==> src/rtl/msrv32_bus_arbiter.sv <==
// ---------------------------------------------------------------------------
// msrv32_bus_arbiter
//
// Shares one AHB-Lite style master port between the instruction-fetch and
// data (load/store) ports of the core. A new address phase is issued at
// every arbitration point: whenever the bus is idle, or whenever the current
// data phase completes (hready_in high). Data requests normally win. A
// pending fetch is forced through after STARVE_LIMIT consecutive data
// grants, so that a stream of stores cannot lock out instruction fetch.
//
// Ports
//   ms_riscv32_mp_clk_in   clock, rising edge
//   ms_riscv32_mp_rst_in   asynchronous reset, active low
//   i_addr_in / i_req_in   fetch request
//   i_rdata_out            fetch read data (direct from hrdata_in)
//   i_hready_out           fetch complete, or fetch port idle
//   i_fault_out            fetch error response
//   d_addr_in, d_wdata_in, d_wr_in, d_mask_in, d_htrans_in
//                          data request (d_htrans_in[1] = request)
//   d_rdata_out            load data (direct from hrdata_in)
//   d_hready_out           data complete, or data port idle
//   d_hresp_out            data error response
//   haddr_out, hwrite_out, hstrb_out, htrans_out, hwdata_out
//                          shared bus address/data phase
//   hrdata_in, hready_in, hresp_in
//                          shared bus response
//   owner_out              data-phase owner: 00 none, 01 fetch, 10 data
// ---------------------------------------------------------------------------
module msrv32_bus_arbiter #(
  parameter int unsigned STARVE_LIMIT = 4
) (
  input  logic        ms_riscv32_mp_clk_in,
  input  logic        ms_riscv32_mp_rst_in,

  input  logic [31:0] i_addr_in,
  input  logic        i_req_in,
  output logic [31:0] i_rdata_out,
  output logic        i_hready_out,
  output logic        i_fault_out,

  input  logic [31:0] d_addr_in,
  input  logic [31:0] d_wdata_in,
  input  logic        d_wr_in,
  input  logic [3:0]  d_mask_in,
  input  logic [1:0]  d_htrans_in,
  output logic [31:0] d_rdata_out,
  output logic        d_hready_out,
  output logic        d_hresp_out,

  output logic [31:0] haddr_out,
  output logic        hwrite_out,
  output logic [3:0]  hstrb_out,
  output logic [1:0]  htrans_out,
  output logic [31:0] hwdata_out,
  input  logic [31:0] hrdata_in,
  input  logic        hready_in,
  input  logic        hresp_in,

  output logic [1:0]  owner_out
);

  // State encoding doubles as the owner_out value.
  typedef enum logic [1:0] {
    IDLE   = 2'b00,
    I_DATA = 2'b01,
    D_DATA = 2'b10
  } state_t;

  localparam logic [3:0] LIMIT = 4'(STARVE_LIMIT);

  state_t     state;
  state_t     next_state;
  logic [3:0] starve_cnt;

  logic d_req;
  logic arb_point;
  logic starved;
  logic fetch_win;
  logic data_win;

  // Arbitration: an address phase may start when idle or when the current
  // data phase is completing in this cycle (back-to-back pipelining).
  always_comb begin
    d_req     = d_htrans_in[1];
    arb_point = (state == IDLE) || hready_in;
    starved   = (starve_cnt == LIMIT);
    fetch_win = arb_point && i_req_in && (!d_req || starved);
    data_win  = arb_point && d_req && !fetch_win;
  end

  // State register
  always_ff @(posedge ms_riscv32_mp_clk_in or negedge ms_riscv32_mp_rst_in) begin
    if (!ms_riscv32_mp_rst_in) begin
      state <= IDLE;
    end else begin
      state <= next_state;
    end
  end

  // Next-state logic; a stalled data phase simply holds.
  always_comb begin
    next_state = state;
    if (arb_point) begin
      if (fetch_win) begin
        next_state = I_DATA;
      end else if (data_win) begin
        next_state = D_DATA;
      end else begin
        next_state = IDLE;
      end
    end
  end

  // Output logic: address phase of the winner, responses routed to owner.
  always_comb begin
    haddr_out  = '0;
    hwrite_out = 1'b0;
    hstrb_out  = '0;
    htrans_out = 2'b00;
    if (fetch_win) begin
      haddr_out  = i_addr_in;
      htrans_out = 2'b10;
    end else if (data_win) begin
      haddr_out  = d_addr_in;
      htrans_out = 2'b10;
      hwrite_out = d_wr_in;
      hstrb_out  = d_wr_in ? d_mask_in : 4'b0000;
    end

    owner_out    = state;
    i_rdata_out  = hrdata_in;
    d_rdata_out  = hrdata_in;

    // A requester waiting for grant sees hready low; an idle port sees high.
    i_hready_out = ((state == I_DATA) && hready_in) || (!i_req_in && (state != I_DATA));
    d_hready_out = ((state == D_DATA) && hready_in) || (!d_req && (state != D_DATA));

    i_fault_out  = (state == I_DATA) && hresp_in;
    d_hresp_out  = (state == D_DATA) && hresp_in;
  end

  // Starvation counter: counts data grants made while a fetch is waiting.
  // The fetch always wins once the limit is reached, so the saturation
  // guard only matters for the limit value itself.
  always_ff @(posedge ms_riscv32_mp_clk_in or negedge ms_riscv32_mp_rst_in) begin
    if (!ms_riscv32_mp_rst_in) begin
      starve_cnt <= '0;
    end else if (fetch_win || (arb_point && !i_req_in)) begin
      starve_cnt <= '0;
    end else if (data_win && i_req_in && (starve_cnt != LIMIT)) begin
      starve_cnt <= starve_cnt + 4'd1;
    end
  end

  // Write data for the data phase, captured with the address-phase grant
  // and held until the next data write is granted.
  always_ff @(posedge ms_riscv32_mp_clk_in or negedge ms_riscv32_mp_rst_in) begin
    if (!ms_riscv32_mp_rst_in) begin
      hwdata_out <= '0;
    end else if (data_win && d_wr_in) begin
      hwdata_out <= d_wdata_in;
    end
  end

endmodule

==> config.mk <==
export PLATFORM = sky130hd
export DESIGN_NAME = msrv32_bus_arbiter
export DESIGN_NICKNAME = d
export VERILOG_FILES = /design/src/rtl/msrv32_bus_arbiter.sv
export SDC_FILE = /design/constraint.sdc
export NUM_CORES = 1
export LEC_CHECK = 0
export BUFFER_PORTS_ARGS = -buffer_cell sky130_fd_sc_hd__buf_4
export CAP_MARGIN = 20
export CORE_AREA = 2 2 109 111
export CTS_BUF_LIST = sky130_fd_sc_hd__clkbuf_2
export DETAILED_ROUTE_END_ITERATION = 6
export DIE_AREA = 0 0 111 113
export GPL_ROUTABILITY_DRIVEN = 1
export PLACE_DENSITY = 0.68
export SLEW_MARGIN = 0
export SYNTH_ARGS = -nofsm -noshare
export SYNTH_HDL_FRONTEND = slang
export SYNTH_SLANG_ARGS = --single-unit
==> constraint.sdc <==
create_clock -name ms_riscv32_mp_clk_in -period 2.3 [get_ports ms_riscv32_mp_clk_in]
set_clock_uncertainty 0.1 [all_clocks]
set_input_delay 0.46 -clock ms_riscv32_mp_clk_in [delete_from_list [all_inputs] [get_ports ms_riscv32_mp_clk_in]]
set_output_delay 0.46 -clock ms_riscv32_mp_clk_in [all_outputs]
set_load 0.05 [all_outputs]
==> run_summary.xml <==
<?xml version="1.0" encoding="UTF-8"?>
<metrics>
  <group name="status">
    <metric name="outcome" unit="">complete, but fails checks</metric>
    <metric name="failing_checks" unit="">negative setup slack</metric>
  </group>
  <group name="place">
    <metric name="gp_congestion" unit="">0.803</metric>
    <metric name="dpl.hpwl" unit="mm">6.20</metric>
    <metric name="io_buffer_count" unit="">182</metric>
    <metric name="dp_cells" unit="">519</metric>
  </group>
  <group name="floorplan">
    <metric name="fp-row-count" unit="">39</metric>
    <metric name="core_area" unit="um^2">11300</metric>
    <metric name="die-width" unit="um">111</metric>
    <metric name="num_io_pins" unit="">281</metric>
    <metric name="die_h" unit="um">113</metric>
    <metric name="die_area" unit="um^2">12500</metric>
    <metric name="initial_utilization" unit="%">24.5</metric>
  </group>
  <group name="clock_tree">
    <metric name="tritoncts_clock_tree" unit="">yes</metric>
    <metric name="clk_transition_reported_paths" unit="ns">0.21</metric>
    <metric name="cts.path.max_buffers" unit="">2</metric>
    <metric name="ctsRootBufferMaster" unit="">sky130_fd_sc_hd__clkbuf_2</metric>
    <metric name="cts_inserted_buffers" unit="">5</metric>
    <metric name="tritoncts_num_sinks" unit="">38</metric>
    <metric name="cts_htree_levels" unit="">2</metric>
    <metric name="insertion_delay" unit="ns">0.37</metric>
  </group>
  <group name="timing">
    <metric name="finalSetupTns" unit="ns">-14.15</metric>
    <metric name="finalCritPeriodShare" unit="%">119</metric>
    <metric name="timing.final.crit_period" unit="ns">2.75</metric>
    <metric name="timing.final.max_slew_violations" unit="">0</metric>
    <metric name="maxClockFrequency" unit="MHz">364</metric>
    <metric name="rsz0062_at_grt" unit="">yes</metric>
    <metric name="fin_worst_hold_slack" unit="ns">0.198</metric>
    <metric name="final_critical_path_setup_slack" unit="ns">-0.448</metric>
    <metric name="finalSetupViolations" unit="">37</metric>
    <metric name="hold_violations" unit="">0</metric>
  </group>
  <group name="yosys">
    <metric name="synth_largest_type_area_fraction" unit="%">34.5</metric>
    <metric name="synth_area" unit="um^2">2760</metric>
    <metric name="share_of_flip_flops_with_an_asynchronous_set_or_reset" unit="%">100</metric>
    <metric name="synth.ff_latch_count" unit="">38</metric>
    <metric name="synth_area_per_cell" unit="um^2">10.7</metric>
    <metric name="synth_area_leaders" unit="">sky130_fd_sc_hd__dfrtp_1 (34%), sky130_fd_sc_hd__mux2_2 (25%), sky130_fd_sc_hd__buf_4 (18%)</metric>
    <metric name="synth_enable_flop_cells" unit="">0</metric>
    <metric name="synth_flop_cell" unit="">sky130_fd_sc_hd__dfrtp_1</metric>
    <metric name="synth-seq-area-share" unit="%">34.5</metric>
    <metric name="postSynthCellCount" unit="">257</metric>
    <metric name="synth_cell_type_count" unit="">31</metric>
    <metric name="synthesis.nets" unit="">399</metric>
    <metric name="synth_largest_area_cell" unit="">sky130_fd_sc_hd__dfrtp_1</metric>
    <metric name="yosysWarnings" unit="">0</metric>
  </group>
  <group name="grt">
    <metric name="grt_start_max_net_pins" unit="">39</metric>
    <metric name="grt_pass1_wl" unit="mm">12.9</metric>
    <metric name="overflow_left_after_global_routing" unit="">0</metric>
    <metric name="grt_pass1_vias" unit="">2517</metric>
    <metric name="antenna_found_initial" unit="">0</metric>
    <metric name="global_route_usage_over_all_layers" unit="%">12.6</metric>
  </group>
  <group name="drt">
    <metric name="routed_via_density" unit="">4.42</metric>
    <metric name="routedLengthMet1" unit="mm">2.84</metric>
    <metric name="drt-wirelength-per-cell" unit="um">15.6</metric>
    <metric name="antenna_violating_nets_post_route" unit="">0</metric>
    <metric name="drt_drc_violations_left" unit="">0</metric>
    <metric name="wl_met2" unit="mm">4.66</metric>
    <metric name="dr.first_iter.drc_count" unit="">85</metric>
    <metric name="top_layer" unit="">met4</metric>
    <metric name="drt_pre_antenna_iters" unit="">4</metric>
    <metric name="met3WireLength" unit="um">709</metric>
    <metric name="wl" unit="mm">8.47</metric>
    <metric name="vias" unit="">2391</metric>
  </group>
  <group name="power">
    <metric name="power.ir.vdd_worst" unit="mV">0.383</metric>
    <metric name="static_leak" unit="nW">2.28</metric>
    <metric name="cellPowerDensity" unit="nW/um^2">675</metric>
  </group>
  <group name="worst_setup_path">
    <metric name="cp.arrival" unit="ns">2.19</metric>
    <metric name="timing.critical_path.required" unit="ns">1.74</metric>
    <metric name="crit_fanout" unit="">8</metric>
    <metric name="timing.critical_path.buf_inv" unit="">4</metric>
    <metric name="crit_path_frequent_cell" unit="">sky130_fd_sc_hd__buf_6</metric>
    <metric name="timing.critical_path.cells" unit="">inv_2, ha_4, nand3b_4, a211oi_4, buf_6, buf_12, mux2_2, buf_6</metric>
    <metric name="worstSetupStartpointType" unit="">flip-flop</metric>
    <metric name="crit_family" unit="">buffers and inverters</metric>
    <metric name="crit_path_end_kind" unit="">output port</metric>
    <metric name="timing.critical_path.slowest_stage_cell" unit="">sky130_fd_sc_hd__dfrtp_1</metric>
    <metric name="timing_worst_setup_path_type" unit="">reg2out</metric>
    <metric name="worst_stage_delay_on_the_critical_path" unit="ns">0.44</metric>
  </group>
  <group name="job">
    <metric name="max_cap_violations" unit="">0</metric>
  </group>
  <group name="min_path">
    <metric name="worst_hold_path_type" unit="">in2reg</metric>
  </group>
  <group name="final_layout">
    <metric name="n_antenna_cell" unit="">0</metric>
    <metric name="final_net_count" unit="">539</metric>
    <metric name="areaGrowthSynthToFinish" unit="%">63.7</metric>
    <metric name="finish.cell_count_without_fillers" unit="">541</metric>
    <metric name="share_of_layout_cells_above_drive_strength_1" unit="%">75.9</metric>
  </group>
</metrics>
==> layout by cell type, fill, tap and decap left out, drive strengths merged, types with 2 or more instances in the layout <==
cell / count
nor2: 4
dfrtp: 38
and3: 32
nand2b: 2
inv: 6
nand4: 2
nand2: 4
o21ai: 2
buf: 211
a21oi: 2
clkbuf: 7
mux2: 64
ha: 2
and2: 5
==> through the flow <==
step	util, %	power [W]	cell area [um^2]	worst slack, ns
2_1_floorplan	-	0.00224	2870	-0.0310
3_3_place_gp	35.4	0.00248	3990	-0.121
3_5_place_dp	35.4	0.00250	3990	-0.150
4_1_cts	39.5	0.00307	4450	-0.485
5_1_grt	40.1	0.00319	4520	-0.618
6_report	40.1	0.00305	4520	-0.448
==> cells by family (layout without fill, tap and decap cells) <==
group,Yosys count,after routing,share of synthesized area [%]
adders and majority gates,2,2,0.907
DFF,38,38,34.5
and+or+nand+nor,52,52,11.6
muxes,65,65,26.5
buffers and inverters,86,227,22.5
other,1,1,0.136
AOI/OAI and AO/OA,13,13,3.86
==> synthesized netlist by cell type, drive strengths merged (2+ instances only) <==
cell	count
and3	32
nand2	4
clkbuf	7
mux2	64
and2	5
nand2b	2
a21oi	2
ha	2
dfrtp	38
o21ai	2
nand4	2
buf	73
nor2	4
inv	6
==> final cells by class <==
class                   instances  area (um^2)
fillers                      1088         6760
flip-flops and latches         38          953
repair buffers                213         1920
inverters                       6         22.5
clock inverters                 2         33.8
multi-input cells             133         1370
well taps                     143          179
clock buffers                   6         30.0
==> worst register-to-register path, delay by kind of cell, from the launching register on <==
family / cells / cell delay, ns
compound gates: 2 / 0.43
buf+inv: 5 / 0.71
flops: 1 / 0.47
mux: 1 / 0.37
==> sequential cells by signal (all words and copies together) (netlist names) <==
register / cells
hwdata_out: 32
starve_cnt: 4
owner_out: 2
==> path summary, 6_finish.rpt <==
kind	from	to	slack, ns	cells after the start
hold reg to reg	starve_cnt[3]	starve_cnt[3]	0.39	1
max in group asynchronous	ms_riscv32_mp_rst_in	starve_cnt[1]	1.28	2
setup reg to reg	owner_out[0]	hwdata_out[5]	0.12	8
min in group asynchronous	ms_riscv32_mp_rst_in	hwdata_out[20]	0.46	2
hold / removal	d_wdata_in[19]	hwdata_out[19]	0.20	2
setup / recovery	starve_cnt[0]	haddr_out[31]	-0.45	8
==> routing by layer <==
metal	GRT usage (%)	vias to the layer above
met2	24.3	153
met3	3.21	30
met4	3.92	0
met1	13.3	1111
met5	0	-
li1	-	1097
==> where the power goes <==
group / internal [W] / total (W) / switching, W
registers: 0.000801 / 0.000872 / 0.0000711
logic: 0.000734 / 0.00177 / 0.00104
clock network: 0.000186 / 0.000404 / 0.000218
==> repair_timing <==
item / 4_1_cts / 5_1_grt
setup endpoints to repair: 38 / 38
hold buffers: 1 / 0
cloned: 3 / 1
hold endpoints to repair: 38 / 0
gates resized for setup: 69 / 13
setup buffers: 9 / 3
pin swaps: 7 / 3
No activity file was read; power rests on OpenSTA's default activity.
